[config.mk]
export PLATFORM = sky130hd
export DESIGN_NAME = mem_arb_flat
export DESIGN_NICKNAME = d
export VERILOG_FILES = /design/src/rtl/mem_arb_if.sv /design/src/rtl/mem_arb.sv /design/src/flat_wrapper.sv
export SDC_FILE = /design/constraint.sdc
export NUM_CORES = 1
export LEC_CHECK = 0
export ABC_AREA = 1
export CAP_MARGIN = 20
export CORE_MARGIN = 5
export CORE_UTILIZATION = 45
export DETAILED_ROUTE_END_ITERATION = 7
export GPL_TIMING_DRIVEN = 1
export MAX_ROUTING_LAYER = met4
export PLACE_DENSITY_LB_ADDON = 0.15
export SKIP_CTS_REPAIR_TIMING = 1
export SKIP_LAST_GASP = 1
export SLEW_MARGIN = 20
export SYNTH_ARGS = -nofsm -noshare
export SYNTH_HDL_FRONTEND = slang
export SYNTH_SLANG_ARGS = --single-unit
[constraint.sdc]
create_clock -name clk -period 9.05 [get_ports clk]
set_input_delay 2.715 -clock clk [delete_from_list [all_inputs] [get_ports clk]]
set_output_delay 2.715 -clock clk [all_outputs]
set_load 0.005 [all_outputs]
[src/rtl/mem_arb_if.sv]
// Requester-side and memory-side signals of the four-port memory arbiter.
// The slave modport is the arbiter. The master modport is the requesters plus the memory model.
interface mem_arb_if #(
  parameter int MEM_AW = 16,
  parameter int MEM_DW = 32
);
  logic [3:0]          req;
  logic [3:0]          write;
  logic [4*MEM_AW-1:0] addr;
  logic [4*MEM_DW-1:0] wdata;
  logic [3:0]          gnt;
  logic [3:0]          rvld;
  logic [3:0]          err;
  logic [MEM_DW-1:0]   rdata;
  logic                busy;
  logic                mem_req;
  logic                mem_write;
  logic [MEM_AW-1:0]   mem_addr;
  logic [MEM_DW-1:0]   mem_wdata;
  logic                mem_rdata_vld;
  logic [MEM_DW-1:0]   mem_rdata;

  modport slave (
    input  req, write, addr, wdata, mem_rdata_vld, mem_rdata,
    output gnt, rvld, err, rdata, busy, mem_req, mem_write, mem_addr, mem_wdata
  );

  modport master (
    output req, write, addr, wdata, mem_rdata_vld, mem_rdata,
    input  gnt, rvld, err, rdata, busy, mem_req, mem_write, mem_addr, mem_wdata
  );
endinterface

[src/rtl/mem_arb.sv]
// Round-robin arbiter that gives four requesters access to a single memory port.
// Reads wait for returned data, and a read that waits too long ends with an err pulse.
module mem_arb #(
  parameter int MEM_AW  = 16,
  parameter int MEM_DW  = 32,
  parameter int TIMEOUT = 255
) (
  input logic       clk,
  input logic       rst,
  mem_arb_if.slave  bus
);

  typedef enum logic [1:0] {IDLE, ISSUE, WAIT_RD} state_t;

  state_t            state_q, state_d;
  logic [1:0]        ptr_q, ptr_d;
  logic [1:0]        owner_q, owner_d;
  logic [7:0]        cnt_q, cnt_d;
  logic [3:0]        gnt_q, gnt_d;
  logic [3:0]        rvld_q, rvld_d;
  logic [3:0]        err_q, err_d;
  logic [MEM_DW-1:0] rdata_q, rdata_d;
  logic              busy_q, busy_d;
  logic              mem_req_q, mem_req_d;
  logic              mem_write_q, mem_write_d;
  logic [MEM_AW-1:0] mem_addr_q, mem_addr_d;
  logic [MEM_DW-1:0] mem_wdata_q, mem_wdata_d;

  logic [2:0]        pick;
  logic              pick_found;
  logic [1:0]        pick_idx;
  logic              timed_out;

  // Returns {found, index}: the first set request at or above p, searching upward mod 4.
  function automatic logic [2:0] rr_pick(input logic [3:0] r, input logic [1:0] p);
    logic [2:0] res;
    logic [1:0] k;
    res = 3'b000;
    for (int i = 3; i >= 0; i--) begin
      k = p + 2'(i);
      if (r[k]) res = {1'b1, k};
    end
    return res;
  endfunction

  assign pick       = rr_pick(bus.req, ptr_q);
  assign pick_found = pick[2];
  assign pick_idx   = pick[1:0];
  assign timed_out  = (cnt_q == 8'(TIMEOUT));

  always_ff @(posedge clk or posedge rst) begin
    if (rst) begin
      state_q     <= IDLE;
      ptr_q       <= 2'd0;
      owner_q     <= 2'd0;
      cnt_q       <= 8'd0;
      gnt_q       <= 4'd0;
      rvld_q      <= 4'd0;
      err_q       <= 4'd0;
      rdata_q     <= '0;
      busy_q      <= 1'b0;
      mem_req_q   <= 1'b0;
      mem_write_q <= 1'b0;
      mem_addr_q  <= '0;
      mem_wdata_q <= '0;
    end else begin
      state_q     <= state_d;
      ptr_q       <= ptr_d;
      owner_q     <= owner_d;
      cnt_q       <= cnt_d;
      gnt_q       <= gnt_d;
      rvld_q      <= rvld_d;
      err_q       <= err_d;
      rdata_q     <= rdata_d;
      busy_q      <= busy_d;
      mem_req_q   <= mem_req_d;
      mem_write_q <= mem_write_d;
      mem_addr_q  <= mem_addr_d;
      mem_wdata_q <= mem_wdata_d;
    end
  end

  // mem_write_q holds the direction latched for the command now being issued.
  always_comb begin
    state_d = state_q;
    ptr_d   = ptr_q;
    owner_d = owner_q;
    cnt_d   = cnt_q;
    case (state_q)
      IDLE: begin
        if (pick_found) begin
          state_d = ISSUE;
          owner_d = pick_idx;
          ptr_d   = pick_idx + 2'd1;
        end
      end
      ISSUE: begin
        if (mem_write_q) begin
          state_d = IDLE;
        end else begin
          state_d = WAIT_RD;
          cnt_d   = 8'd0;
        end
      end
      WAIT_RD: begin
        if (bus.mem_rdata_vld || timed_out) state_d = IDLE;
        else                                cnt_d   = cnt_q + 8'd1;
      end
      default: state_d = IDLE;
    endcase
  end

  // Outputs are computed one cycle early, so every registered output lines up with state_q.
  always_comb begin
    gnt_d       = 4'd0;
    rvld_d      = 4'd0;
    err_d       = 4'd0;
    rdata_d     = rdata_q;
    mem_req_d   = 1'b0;
    mem_write_d = mem_write_q;
    mem_addr_d  = mem_addr_q;
    mem_wdata_d = mem_wdata_q;
    busy_d      = (state_d != IDLE);
    case (state_q)
      IDLE: begin
        if (pick_found) begin
          mem_req_d   = 1'b1;
          gnt_d       = 4'b0001 << pick_idx;
          mem_write_d = bus.write[pick_idx];
          mem_addr_d  = bus.addr[32'(pick_idx) * MEM_AW +: MEM_AW];
          mem_wdata_d = bus.write[pick_idx] ? bus.wdata[32'(pick_idx) * MEM_DW +: MEM_DW] : '0;
        end
      end
      WAIT_RD: begin
        if (bus.mem_rdata_vld) begin
          rvld_d  = 4'b0001 << owner_q;
          rdata_d = bus.mem_rdata;
        end else if (timed_out) begin
          err_d   = 4'b0001 << owner_q;
          rdata_d = '0;
        end
      end
      default: ;
    endcase
  end

  assign bus.gnt       = gnt_q;
  assign bus.rvld      = rvld_q;
  assign bus.err       = err_q;
  assign bus.rdata     = rdata_q;
  assign bus.busy      = busy_q;
  assign bus.mem_req   = mem_req_q;
  assign bus.mem_write = mem_write_q;
  assign bus.mem_addr  = mem_addr_q;
  assign bus.mem_wdata = mem_wdata_q;

endmodule

[src/flat_wrapper.sv]
// flat-port wrapper written by rule: the top's interface ports become plain ports
module mem_arb_flat 
#(
  parameter int MEM_AW  = 16,
  parameter int MEM_DW  = 32,
  parameter int TIMEOUT = 255
)
  (clk, rst, bus_req, bus_write, bus_addr, bus_wdata, bus_mem_rdata_vld, bus_mem_rdata, bus_gnt, bus_rvld, bus_err, bus_rdata, bus_busy, bus_mem_req, bus_mem_write, bus_mem_addr, bus_mem_wdata);
  mem_arb_if #(.MEM_AW(MEM_AW), .MEM_DW(MEM_DW)) bus_i ();
  input logic clk;
  input logic rst;
  input wire logic [$bits(bus_i.req)-1:0] bus_req;
  input wire logic [$bits(bus_i.write)-1:0] bus_write;
  input wire logic [$bits(bus_i.addr)-1:0] bus_addr;
  input wire logic [$bits(bus_i.wdata)-1:0] bus_wdata;
  input wire logic [$bits(bus_i.mem_rdata_vld)-1:0] bus_mem_rdata_vld;
  input wire logic [$bits(bus_i.mem_rdata)-1:0] bus_mem_rdata;
  output wire logic [$bits(bus_i.gnt)-1:0] bus_gnt;
  output wire logic [$bits(bus_i.rvld)-1:0] bus_rvld;
  output wire logic [$bits(bus_i.err)-1:0] bus_err;
  output wire logic [$bits(bus_i.rdata)-1:0] bus_rdata;
  output wire logic [$bits(bus_i.busy)-1:0] bus_busy;
  output wire logic [$bits(bus_i.mem_req)-1:0] bus_mem_req;
  output wire logic [$bits(bus_i.mem_write)-1:0] bus_mem_write;
  output wire logic [$bits(bus_i.mem_addr)-1:0] bus_mem_addr;
  output wire logic [$bits(bus_i.mem_wdata)-1:0] bus_mem_wdata;
  assign bus_i.req = bus_req;
  assign bus_i.write = bus_write;
  assign bus_i.addr = bus_addr;
  assign bus_i.wdata = bus_wdata;
  assign bus_i.mem_rdata_vld = bus_mem_rdata_vld;
  assign bus_i.mem_rdata = bus_mem_rdata;
  assign bus_gnt = bus_i.gnt;
  assign bus_rvld = bus_i.rvld;
  assign bus_err = bus_i.err;
  assign bus_rdata = bus_i.rdata;
  assign bus_busy = bus_i.busy;
  assign bus_mem_req = bus_i.mem_req;
  assign bus_mem_write = bus_i.mem_write;
  assign bus_mem_addr = bus_i.mem_addr;
  assign bus_mem_wdata = bus_i.mem_wdata;
  mem_arb #(.MEM_AW(MEM_AW), .MEM_DW(MEM_DW), .TIMEOUT(TIMEOUT)) u_core (.clk(clk), .rst(rst), .bus(bus_i));
endmodule
; After elaboration in Yosys (flattened, before gate mapping)
; Index checks and enable logic that the tools add are counted.
[classes]
order_cmp = 5
n_addsub = 5
reduce_logical = 8
muxes = 33
n_eq_ne = 5
n_shift = 4
[op_table]
columns = operator, count
row1 = $shiftx A128 B8 Y32, 1
row2 = $mux W32, 3
row3 = $shiftx A64 B7 Y16, 1
row4 = $mux W4, 7
row5 = $mux W8, 2
row6 = $pmux W8 S2, 1
row7 = $lt A2 B3 Y1 const B, 5
row8 = $mux W3, 4
row9 = $bmux W1 S2, 5
row10 = $add A8 B1 Y8 const B, 1
row11 = $eq A8 B8 Y1 const B, 1
row12 = $shl A1 B2 Y4 const A, 2
row13 = $mux W1, 7
row14 = $mux W2, 3
row15 = $pmux W2 S3, 1
row16 = $reduce_bool A2 Y1, 3
row17 = $add A2 B1 Y2 const B, 2
row18 = $add A2 B2 Y2 const B, 2
row19 = $ne A2 B2 Y1 const B, 2
row20 = $reduce_and A2 Y1, 2
row21 = $reduce_and A3 Y1, 1
row22 = $eq A2 B1 Y1 const B, 1
row23 = $eq A2 B2 Y1 const B, 1
row24 = $logic_not A2 Y1, 1
row25 = $logic_or A1 B1 Y1, 1
[word_totals]
regBits = 109
word_cells = 73
output_inout_bits = 95
input_bits = 235

; Depth between registers and ports, before layout
; Gate-level depths: netlist (run 1).
[logic_depth]
word_depth = 10
ltp_mapped = 16
depth_no_buf = 14

; Worst setup path before layout (run 1)
; No wires, ideal clock.
[synth_timing]
path_kind = input -> register
startpoint = input port bus_req[3]
endpoint = register u_core.ptr_q[1]
arrival_ns = 4.013
cell_stages = 13
n_path_buf = 2
slack_ns = 4.910
required_time_ns = 8.923
setup_time_ns = 0.127
cell_sequence = inv_1 > nand2_1 > nand3_2 > nand2_1 > inv_2 > nand2_1 > nand2_2 > nand2_2 > buf_6 > buf_2 > ha_1 > nand2_1 > o21ai_0
[synth_between]
elab_chain_cells = 7
elab_cells_between_ends = 14
cone_classes = add/sub: 1 / mux: 12 / reduce/logical: 1
[synth_rtl]
columns = element, line
row1 = start: declaration, flat_wrapper.sv:12  ; input wire logic [$bits(bus_i.req)-1:0] bus_req;
row2 = $bmux W1 S2, mem_arb.sv:41  ; if (r[k]) res = {1'b1, k};
row3 = $mux W1 (not written as such), mem_arb.sv:41
row4 = $mux W3 (3 in series), mem_arb.sv:41
row5 = $mux W3 (*), mem_arb.sv:41
row6 = net u_core.pick[0], mem_arb.sv:29  ; logic [2:0] pick;
row7 = $add A2 B1 Y2 (*), mem_arb.sv:94  ; ptr_d = pick_idx + 2'd1;
row8 = end signal: assignment, mem_arb.sv:68  ; ptr_q <= ptr_d;
row9 = end: declaration, mem_arb.sv:16  ; logic [1:0] ptr_q, ptr_d;
; The timed path passes the listed nets; every way through them passes the cells marked *. The select of a mux whose other input is x is not followed.
; A chain may end at the register's enable or synchronous reset.

; Worst setup path after layout (run 1)
[layout_timing]
startpoint = input port bus_req[3]
endpoint = register u_core.mem_wdata_q[14] (netlist: u_core.bus.mem_wdata[14])
[layout_between]
elab_chain_cells = 9
elab_cells_between_ends = 17
cone_classes = shift: 1 / mux: 15 / reduce/logical: 1
[layout_rtl]
columns = element, line
row1 = $bmux W1 S2, mem_arb.sv:41
row2 = $mux W1 (not written as such), mem_arb.sv:41
row3 = $mux W3 (3 in series), mem_arb.sv:41
row4 = $mux W3 (*), mem_arb.sv:41
row5 = branches (longest 3 deep; another with $shiftx A128 B8 Y32), -
row6 = end signal: assignment, mem_arb.sv:79  ; mem_wdata_q <= mem_wdata_d;
row7 = end: declaration, mem_arb.sv:27  ; logic [MEM_DW-1:0] mem_wdata_q, mem_wdata_d;
; Mark *: on every way between the ends. The select of a mux whose other input is x is not followed.

==> qor.yml, run 1 <==
numPlacedInstances: 1527
crit_path_start: "bus_req[3]"
antenna_found_initial: 0
cts_max_level: 3
status: "completed"
syn_inst: 1064
maxSlewHeadroom_pct: 29.6
die_area_mm2: 0.0180
busiest_layer: "met2"
rrSetupSlack_ps: 5550
fp-row-count: 45
wl_per_cell_um: 15.0
clk_latency_ps: 350
grt_pass1_wl_um: 36300
p_leak_nw: 5.58
fin_crit_sh_pct: 63.4
grt_usage_pct: 25.9
fmax_mhz: 174
dpl.hpwl_um: 17300
cts_root_buffer: "clkbuf_16"
initial_core_util_pct: 45.7
hp-start: "u_core.bus.rdata[21]"
syn2layout_area_growth_pct: 51.0
finalWeightedCongestion: 0.933
dpl-instance-area_mm2: 0.0102
die_w_um: 134
ioPinCount: 330
port_buffers: 329
min_to: "u_core.bus.rdata[21]"
arrival_ps: 6020
synth.area.top_cells: "dfrtp_1 39%, nand2_1 22%, nand3_1 16%"
start_kind: "input port"
die_h_um: 134
design_area_mm2: 0.0105
grt_pass1_vias: 7157
hold_depth: 2
synth-seq-cells: 109
max-clock-path-buffers: 2
setup_slack_ps: 3310
drive_gt1_share_pct: 3.39
syn_nets: 1308
grt-ovfl-total: 0
synth_top_cell_area_share_pct: 39.3
fp.coreArea_mm2: 0.0152
wl_um: 23100
r2r_cells: 14
worstPathRequired_ps: 9330
use_met1_pct: 31.0
finalSetupViolations: 0
clk_pin_slew_ps: 70
first_pass_iters: 5
fin_tns_setup_ps: 0
post-route-min-period_ps: 5740
grt_max_degree: 108
synth_warnings: 0
pre_cts_ws_ps: 2710
cts_buffers: 9
timing.rr.end: "u_core.bus.mem_wdata[14]"
vdd_drop_max_uv: 219
diodes: 0
drc: 0
tightest_slew_ps: 1050
drtIter0Drc: 559
gr-usage-met2_pct: 43.4
yosysMostFrequentCell: "nand2_1"
synthFlopType: "dfrtp_1"
syn-cell-area_mm2: 0.00695
ys_types: 30
power_density_mw_per_mm2: 329
syn_area_per_cell_um2: 6.53
hold_class: "reg2reg"
ys_seq_area_share_pct: 39.3
critical_path_class: "in2reg"
vias: 7490
cts_tree: "yes"
cap_violations: 0
ant_nets: 0
nNetsFinal: 1594
cp_max_fo: 107
hold_viol: 0
cp-end-kind: "flop"
ys_async_sr_fraction_pct: 100
use_met3_pct: 6.41
finClkSkew_ps: 8.39
cts.sinks: 109
routed_via_density: 4.85
grt_setup_unrepaired: "no"
yosys.area.top_type: "dfrtp_1"
post_layout_nonfiller_instances: 1543
reg2reg_from: "u_core.ptr_q[0]"
maxSlewViolCount: 0
synth_common_cells: "409 x nand2_1, 218 x nand3_1, 174 x inv_1, 109 x dfrtp_1, 36 x nor2_1"
synth_edf_count: 0
==> power by group <==
part	leakage, nW	switching (mW)	internal, mW
Clock	0.140	0.179	0.204
Sequential	1.41	0.107	0.677
Combinational	4.04	1.39	0.895
Total	5.58	1.68	1.78
==> area by class of cell <==
cell class	instances	area, um2
inverters	179	677
clock inverters	4	30.0
repair buffers	336	3370
clock buffers	12	256
flip-flops and latches	109	2730
well taps	188	235
multi-input cells	715	3200
fillers	1344	4710
==> cell usage in the layout (no fill, tap or decap), types with 2 or more instances in the layout <==
master and n:
buf_4 6, nand2_1 407, inv_4 2, nor2_1 36, nand3b_1 3, clkbuf_8 2, clkbuf_16 9, dfrtp_1 109
nor3_1 2, nand2_2 6, clkdlybuf4s50_1 329, inv_2 4, nand3_1 218, ha_1 9, o21a_1 2, a21oi_1 6
nand3_2 5, inv_1 173, inv_6 2, o21ai_0 8
==> worst max-delay path by stage <==
| stage | endpoint |
|---|---|
| 6_report | u_core.bus.mem_wdata[14] |
| 3_3_place_gp | u_core.bus.mem_wdata[6] |
| 4_1_cts | u_core.bus.mem_write |
| 5_1_grt | u_core.bus.mem_write |
| 2_1_floorplan | u_core.bus.busy |
| 3_5_place_dp | u_core.bus.mem_write |
==> cells by family (layout without fill, tap and decap cells) <==
logic type / after synthesis / in the layout / synth area share [%]
DFF: 109 / 109 / 39.3
and+or+nand+nor: 685 / 685 / 42.2
buffers and inverters: 240 / 531 / 15.0
adders and majority gates: 9 / 9 / 1.62
xor gates and xnor gates: 1 / 1 / 0.126
AOI/OAI and AO/OA: 20 / 20 / 1.84
==> routing by layer <==
layer / vias to the layer above / wire [um]
met2: 284 / 11200
met5: - / 0
met4: 0 / 552
met1: 3367 / 9200
li1: 3805 / -
met3: 34 / 2110
==> worst max-delay path, stage by stage <==
cell and delay [ps]:
clkdlybuf4s50_1 500, inv_1 50, nand2_1 80, nand3_2 120
nand2_1 140, inv_2 60, nand3_2 70, buf_4 570
nand2_8 480, nand2_1 180, nand3_1 90, nand2_1 450
buf_16 220, nand3_1 80, nand2_1 80
==> flip-flops by register name, summed over array words and instances, names as in the netlist <==
signal	count
u_core.bus.busy	1
u_core.bus.err	4
u_core.bus.gnt	4
u_core.bus.mem_addr	16
u_core.bus.mem_req	1
u_core.bus.mem_wdata	32
u_core.bus.mem_write	1
u_core.bus.rdata	32
u_core.bus.rvld	4
u_core.cnt_q	8
u_core.owner_q	2
u_core.ptr_q	2
u_core.state_q	2
==> metrics by stage <==
stage / hold slack, ps / power (mW) / utilization [%]
6_report: 469 / 3.46 / 69.0
3_3_place_gp: 452 / 3.01 / 66.9
2_1_floorplan: 464 / 2.38 / -
3_5_place_dp: 457 / 3.10 / 67.1
5_1_grt: 500 / 3.82 / 69.0
4_1_cts: 475 / 3.49 / 69.0
Note: power is estimated with default switching activity, not from simulation.
==> run 2: changes to the inputs <==
--- a/config.mk
+++ b/config.mk
@@ -8,7 +8,7 @@
 export ABC_AREA = 1
 export CAP_MARGIN = 20
 export CORE_MARGIN = 5
-export CORE_UTILIZATION = 45
+export CORE_UTILIZATION = 38
 export DETAILED_ROUTE_END_ITERATION = 7
 export GPL_TIMING_DRIVEN = 1
 export MAX_ROUTING_LAYER = met4
==> constraint.sdc (replaced) <==
create_clock -name clk -period 5.15 [get_ports clk]
set_input_delay 1.545 -clock clk [delete_from_list [all_inputs] [get_ports clk]]
set_output_delay 1.545 -clock clk [all_outputs]
set_load 0.005 [all_outputs]
==> run 2 against run 1 <==
  * Cell count increased by 3.0%
  * Via count is 1.3% lower
  * Combinational power up 76%
  * Critical path depth decreased by 1
  * Die area grew 17%
  * Design area up 1.0%
  * Global-route usage is 3.6 points lower
  * Register-to-register slack got worse by 3100 ps
  * Non-clock buffer count is 6 higher
  * Clock skew hardly changed
  * Sequential power grew 75%
  * Flip-flop and latch count unchanged
  * Largest cell class unchanged
==> qor.yml, run 2 (same netlist as run 1, synthesis figures left out) <==
pwr-share-clk_pct: 12.3
p_int_mw: 3.17
fp-row-count: 49
ant_nets: 0
switching_share_pct: 48.5
fin_tns_setup_ps: 0
maxSlewViolCount: 0
cts_tree: "yes"
syn2layout_area_growth_pct: 52.6
layout_commonest_cell: "nand2_1"
n_fill_cell: 1721
critical_path_class: "in2reg"
tightest_slew_ps: 852
combPwrFrac_pct: 65.5
design_area_mm2: 0.0106
p_seq_share_pct: 22.3
antenna_found_initial: 0
grt_setup_unrepaired: "no"
start_kind: "input port"
final_core_util_pct: 59.0
grt_usage_pct: 22.2
cts_root_buffer: "clkbuf_16"
initial_core_util_pct: 38.7
diodes: 0
drive_gt1_share_pct: 3.82
grt-ovfl-total: 0
first_pass_iters: 7
die_h_um: 145
clk_latency_ps: 340
ff_latch_area_mm2: 0.00273
holdWs_ps: 474
arrival_ps: 4020
wl_um: 23500
cp_max_fo: 55
p_leak_nw: 5.62
layout_common_cells: "408 x nand2_1, 329 x clkdlybuf4s50_1, 218 x nand3_1, 173 x inv_1, 109 x dfrtp_1"
cts_buffers: 9
worstPathRequired_ps: 5350
hold_viol: 0
fmax_mhz: 262
grt_pass1_wl_um: 37500
wl_per_cell_um: 14.8
finalSetupViolations: 0
power_density_mw_per_mm2: 581
vdd_drop_max_uv: 684
finalWeightedCongestion: 0.846
nNetsFinal: 1600
fp.coreArea_mm2: 0.0180
drtIter0Drc: 314
cts_max_level: 3
dpl.hpwl_um: 17600
p_sw_mw: 2.99
dpl-instance-area_mm2: 0.0103
grt_max_degree: 64
max-clock-path-buffers: 2
fin_crit_sh_pct: 74.2
vias: 7389
maxSlewHeadroom_pct: 43.0
die_w_um: 145
cts.sinks: 109
post-route-min-period_ps: 3820
grt_pass1_vias: 7084
port_buffers: 329
ioPinCount: 330
multi_input_area_mm2: 0.00319
clk_pin_slew_ps: 70
drc: 0
cap_violations: 0
die_area_mm2: 0.0211
cp-end-kind: "flop"
status: "completed"
hold_class: "reg2reg"
finClkSkew_ps: 8.71
routed_via_density: 4.65
==> run 2: worst paths after layout <==
kind	endpoint	start	cells past startpoint	slack, ps
setup / recovery	u_core.bus.gnt[2]	bus_req[1]	14	1330
hold / removal	u_core.bus.rdata[2]	u_core.bus.rdata[2]	2	470
setup reg to reg	u_core.bus.gnt[2]	u_core.ptr_q[0]	13	2440
hold reg to reg	u_core.bus.rdata[2]	u_core.bus.rdata[2]	2	470
max in group asynchronous	u_core.bus.mem_addr[2]	rst	3	2750
min in group asynchronous	u_core.bus.rdata[1]	rst	2	1660
==> run 2: final cells by class <==
cell class	count	area share, %
Inverter	179	6.38
Clock inverter	7	0.932
Sequential cell	109	25.7
Timing Repair Buffer	342	32.1
Clock buffer	9	2.12
Multi-Input combinational cell	715	30.0
Tap cell	229	2.70
==> run 2: power by group through the flow <==
stage | Sequential, mW | Clock [mW] | Combinational (mW)
2_1_floorplan | 1.38 | 0 | 2.80
3_3_place_gp | 1.38 | 0 | 4.02
3_5_place_dp | 1.38 | 0 | 4.08
4_1_cts | 1.37 | 0.775 | 4.09
5_1_grt | 1.41 | 0.814 | 4.56
6_report | 1.37 | 0.756 | 4.03
==> run 2: metrics by stage <==
stage / cells / worst slack [ps] / power, mW
finish: 1590 / 1330 / 6.16
global route: 1590 / 1120 / 6.78
CTS: 1590 / 1310 / 6.24
detailed placement: 1574 / 961 / 5.47
global placement: 1574 / 1040 / 5.40
floorplan: 1064 / 731 / 4.18
==> run 2: layer usage <==
| layer | GRT usage, % | vias to the layer above | share of wire (%) | wire length, um |
|---|---|---|---|---|
| li1 | - | 3809 | - | - |
| met3 | 5.99 | 31 | 7.4 | 1750 |
| met2 | 36.5 | 226 | 48 | 11200 |
| met1 | 27.1 | 3323 | 43 | 10000 |
| met5 | - | - | 0 | 0 |
| met4 | 6.02 | 0 | 2.2 | 520 |
==> run 2: critical path, stage by stage <==
cell	delay (ps)
clkdlybuf4s50_1	490
inv_1	40
nand2_1	100
nand3_2	120
nand2_1	130
inv_2	60
nand2_1	80
nand2_2	100
nand2_4	110
buf_4	460
inv_2	370
ha_1	310
inv_1	50
nor2_1	40
